--- config.mk ---
export PLATFORM = sky130hd
export DESIGN_NAME = cc_branch_unit
export DESIGN_NICKNAME = d
export VERILOG_FILES = /design/src/rtl/cc_branch_unit.sv
export SDC_FILE = /design/constraint.sdc
export NUM_CORES = 1
export LEC_CHECK = 0
export BUFFER_PORTS_ARGS = -buffer_cell sky130_fd_sc_hd__buf_2
export CAP_MARGIN = 20
export CELL_PAD_IN_SITES_DETAIL_PLACEMENT = 0
export CELL_PAD_IN_SITES_GLOBAL_PLACEMENT = 1
export CORE_MARGIN = 4
export CORE_UTILIZATION = 40
export DETAILED_ROUTE_END_ITERATION = 10
export HOLD_SLACK_MARGIN = 0.15
export PLACE_DENSITY = 0.88
export SETUP_SLACK_MARGIN = 0.02
export SKIP_LAST_GASP = 1
export SYNTH_ARGS = -nofsm -noshare
export SYNTH_HDL_FRONTEND = slang
export SYNTH_SLANG_ARGS = --single-unit
--- constraint.sdc ---
create_clock -name clka -period 3.19 [get_ports clka]
set_input_delay 0.319 -clock clka [delete_from_list [all_inputs] [get_ports clka]]
set_output_delay 0.319 -clock clka [all_outputs]
set_load 0.005 [all_outputs]
--- src/rtl/cc_branch_unit.sv ---
// cc_branch_unit: NZP condition code, branch resolve and CC save/restore stack.
// Define CC_FORWARD_EN to let a same-cycle writeback feed the branch decision.
module cc_branch_unit #(
    parameter int DATA_W      = 16,
    parameter int STACK_DEPTH = 4
) (
    input  logic                           clka,
    input  logic                           reset_in,
    input  logic [DATA_W-1:0]              alu_result_in,
    input  logic                           we_reg_in,
    input  logic                           n_dec_in,
    input  logic                           z_dec_in,
    input  logic                           p_dec_in,
    input  logic                           br_valid_in,
    input  logic                           cc_push_in,
    input  logic                           cc_pop_in,
    output logic                           pc_ctl_0_out,
    output logic                           br_done_out,
    output logic [2:0]                     state_out,
    output logic [$clog2(STACK_DEPTH):0]   stack_count_out,
    output logic                           stack_full_out,
    output logic                           stack_empty_out,
    output logic                           stack_err_out
);
    localparam int AW = $clog2(STACK_DEPTH);
    localparam int CW = AW + 1;
    localparam logic [CW-1:0] FULL_CNT = CW'(STACK_DEPTH);
    localparam logic [2:0] CC_IDLE = 3'b000;
    localparam logic [2:0] CC_P    = 3'b001;
    localparam logic [2:0] CC_Z    = 3'b010;
    localparam logic [2:0] CC_N    = 3'b100;

    logic [2:0]    cc_q, cc_d;
    logic [CW-1:0] cnt_q, cnt_d;
    logic          pc_q, pc_d;
    logic          done_q, done_d;
    logic          err_q, err_d;
    logic [2:0]    stack_q [STACK_DEPTH];

    logic [2:0]    new_cc, eval_cc, mask;
    logic          full, empty, push_only, pop_only, do_push, do_pop, taken;
    logic [CW-1:0] cnt_m1;
    logic [AW-1:0] push_idx, pop_idx;

    always_comb begin
        new_cc    = alu_result_in[DATA_W-1] ? CC_N : (alu_result_in == '0) ? CC_Z : CC_P;
        full      = cnt_q == FULL_CNT;
        empty     = cnt_q == '0;
        push_only = cc_push_in & ~cc_pop_in;
        pop_only  = cc_pop_in & ~cc_push_in;
        do_push   = push_only & ~full;
        do_pop    = pop_only & ~empty;
        cnt_m1    = cnt_q - CW'(1);
        push_idx  = cnt_q[AW-1:0];
        pop_idx   = cnt_m1[AW-1:0];
        mask      = {n_dec_in, z_dec_in, p_dec_in};
`ifdef CC_FORWARD_EN
        eval_cc   = we_reg_in ? new_cc : cc_q;
`else
        eval_cc   = cc_q;
`endif
        taken     = (&mask) | (|(mask & eval_cc));
    end

    // Next-state: a writeback beats a pop for the CC, but the pop still consumes its slot.
    always_comb begin
        cc_d   = we_reg_in ? new_cc : do_pop ? stack_q[pop_idx] : cc_q;
        cnt_d  = do_push ? cnt_q + CW'(1) : do_pop ? cnt_m1 : cnt_q;
        err_d  = err_q | (push_only & full) | (pop_only & empty);
        pc_d   = br_valid_in ? taken : pc_q;
        done_d = br_valid_in;
    end

    always_ff @(posedge clka) begin
        if (reset_in) begin
            cc_q   <= CC_IDLE;
            cnt_q  <= '0;
            pc_q   <= 1'b0;
            done_q <= 1'b0;
            err_q  <= 1'b0;
        end else begin
            cc_q   <= cc_d;
            cnt_q  <= cnt_d;
            pc_q   <= pc_d;
            done_q <= done_d;
            err_q  <= err_d;
        end
    end

    // Slots are deliberately not reset; a slot is only read after it was pushed.
    always_ff @(posedge clka) begin
        if (!reset_in && do_push) stack_q[push_idx] <= cc_q;
    end

    always_comb begin
        state_out       = cc_q;
        pc_ctl_0_out    = pc_q;
        br_done_out     = done_q;
        stack_count_out = cnt_q;
        stack_full_out  = full;
        stack_empty_out = empty;
        stack_err_out   = err_q;
    end
endmodule

==> flow_metrics.tcl <==
set metrics [dict create \
    drtAntennaViolNets 0 \
    worstHoldStart "br_valid_in" \
    die_area_sq_um 3420 \
    rows 18 \
    cts_sinks 21 \
    grt_usage 0.138 \
    cts_root_buf "clkbuf_4" \
    setup_viol 0 \
    gp_congestion 0.786 \
    avgSynthCellArea_sq_um 12.6 \
    dp_slack_ns 1.29 \
    synth-warning-count 0 \
    drive_gt1_frac 0.387 \
    postCtsHoldBufs 0 \
    worstReg2RegStart "stack_count_out[0]$_SDFFE_PP0P_" \
    finalCritPeriodShare 0.610 \
    routed_wl_um 2150 \
    start_util 0.416 \
    min_path_type "primary input to flop" \
    synth-seq-cells 21 \
    tightest_slew_ns 0.297 \
    p_per_area_nw_per_um2 478 \
    clk_pin_slew_ns 0.11 \
    die_w_um 58.5 \
    grt_first_pass_wirelength_um 3430 \
    p_leak_uw 0.000529 \
    reg2reg_to "stack_q[1][0]$_DFFE_PP_" \
    startpoint_type "flop" \
    cts_buffer_depth 2 \
    reg2reg_slack_ns 1.30 \
    yosys.area.top_type "edfxtp_1" \
    antenna_cells 0 \
    yosysUniqueCellTypes 30 \
    cts_htree_levels 1 \
    final_core_util 0.508 \
    tns_ns 0 \
    slew_headroom 0.801 \
    finalHoldViolations 0 \
    firstDrtPassIters 3 \
    rsz0062_at_grt "no" \
    worstSetupEndpointType "output port" \
    crit_type "flop to output port" \
    drtIter0Drc 15 \
    fmax_mhz 514 \
    dpl.hpwl_um 1730 \
    fin_ws_ns 1.24 \
    die_h_um 58.5 \
    vias_per_cell 5.01 \
    core_sq_um 2450 \
    tritoncts "yes" \
    ir_worst_vdd_v 0.000292 \
    cts_buffers 3 \
    crit_fanout 7 \
    grt_overflow 0 \
    grt_max_degree 12 \
    final_cell_mix "buf_2 (35), edfxtp_1 (12), dfxtp_1 (9)" \
    io_pins 36 \
    syn_nets 111 \
    rr_worst_depth 6 \
    crit_required_ns 2.87 \
    final_common_cell "buf_2" \
    outcome "completed" \
    insertion_delay_ns 0.30 \
    arrival_ns 1.63 \
    wl_per_cell_um 14.4 \
    post-cts-setup-buffers 0 \
    hold_end "pc_ctl_0_out$_SDFFE_PP0P_" \
    slew_viol_final 0 \
    period_needed_ns 1.95 \
    drc 0 \
    grt_antenna_before_repair 0 \
    nNetsFinal 150 \
    synthCells 81 \
    synth_top_cell_area_share 0.353 \
    cap_viol_max_count 0 \
    whs_path_depth 2 \
    area_growth_pct 22.1 \
    io_buffers 35 \
    grt_pass1_vias 772 \
    cts_resized 0 \
    seq_area_frac_synth 0.529 \
    skew_ns 0.00719 \
    netlist_area_sq_um 1020 \
    yosys-top-cells-area "edfxtp_1 (35%), dfxtp_1 (18%), ha_1 (6.1%), mux4_1 (5.1%), a21oi_1 (2.9%)" \
    vias 747 \
]
[layer usage]
| layer | track usage | routed length, um | vias up |
|---|---|---|---|
| met3 | 0.0197 | 47 | 4 |
| met4 | 0.0795 | 40 | 0 |
| met2 | 0.246 | 1140 | 8 |
| met1 | 0.155 | 918 | 351 |
| met5 | 0 | 0 | - |
| li1 | - | - | 384 |
[power breakdown]
group | leakage (uW) | switching, uW | total (uW) | internal [uW]
sequential | 0.000185 | 18.3 | 322 | 303
combinational | 0.000329 | 71.8 | 146 | 74.7
clock | 0.0000150 | 78.3 | 127 | 48.7
total | 0.000529 | 168 | 595 | 427
[cells by family after synthesis]
logic type	after synthesis	synth area share
buffers and inverters	6	0.0319
and+or+nand+nor	28	0.158
muxes	5	0.0944
xor gates and xnor gates	1	0.00858
DFF	21	0.529
adders and majority gates	5	0.0613
AOI/OAI and AO/OA	15	0.116
[cells in the mapped netlist (all sizes together)]
library cell,number
edfxtp,12
dfxtp,9
a21oi,6
nand2,6
and2,5
ha,5
inv,5
nor2,4
nor4,4
mux4,3
nand3,3
a21o,2
a221oi,2
a22oi,2
and2b,2
a211oi,1
a311oi,1
clkbuf,1
mux2,1
mux2i,1
nand2b,1
nand4,1
nand4b,1
nor2b,1
o31ai,1
xnor2,1
[state kept, by name, indices dropped and copies added, names as in the netlist]
register,count
stack_err_out,1
pc_ctl_0_out,1
br_done_out,1
state_out,3
stack_count_out,3
stack_q,12
[how the worst max path moves through the flow]
stage	from	to	slack, ns	cells past startpoint
after floorplan	stack_count_out[0]$_SDFFE_PP0P_	stack_q[0][0]$_DFFE_PP_	1.50	6
after global placement	stack_count_out[0]$_SDFFE_PP0P_	stack_q[1][1]$_DFFE_PP_	1.38	6
after detailed placement	stack_count_out[0]$_SDFFE_PP0P_	stack_q[0][2]$_DFFE_PP_	1.29	6
after CTS	stack_count_out[0]$_SDFFE_PP0P_	stack_full_out	1.22	5
after global routing	stack_count_out[0]$_SDFFE_PP0P_	stack_q[1][0]$_DFFE_PP_	1.08	6
final	stack_count_out[0]$_SDFFE_PP0P_	stack_full_out	1.24	5
[per-stage QoR]
step / instance area (sq um) / instances / hold WS (ns) / power (uW)
floorplan: 1020 / 81 / 0.409 / 421
global placement: 1220 / 145 / 0.459 / 474
detailed placement: 1220 / 145 / 0.460 / 477
CTS: 1250 / 149 / 0.212 / 602
global route: 1250 / 149 / 0.242 / 630
finish: 1250 / 149 / 0.221 / 595
[critical path, cell delays in order (launching register included)]
cell     delay [ns]
dfxtp_1        0.51
inv_1          0.17
ha_1           0.29
nand2_1        0.17
inv_1          0.07
buf_2          0.12
[area by class of cell]
cell class                      count  area (sq um)
Tap cell                           30          37.5
Sequential cell                    21           541
Timing Repair Buffer               35           175
Multi-Input combinational cell     54           448
Fill cell                         218          1210
Clock buffer                        4          26.3
Inverter                            5          18.8
Power figures use the tool's default switching activity.
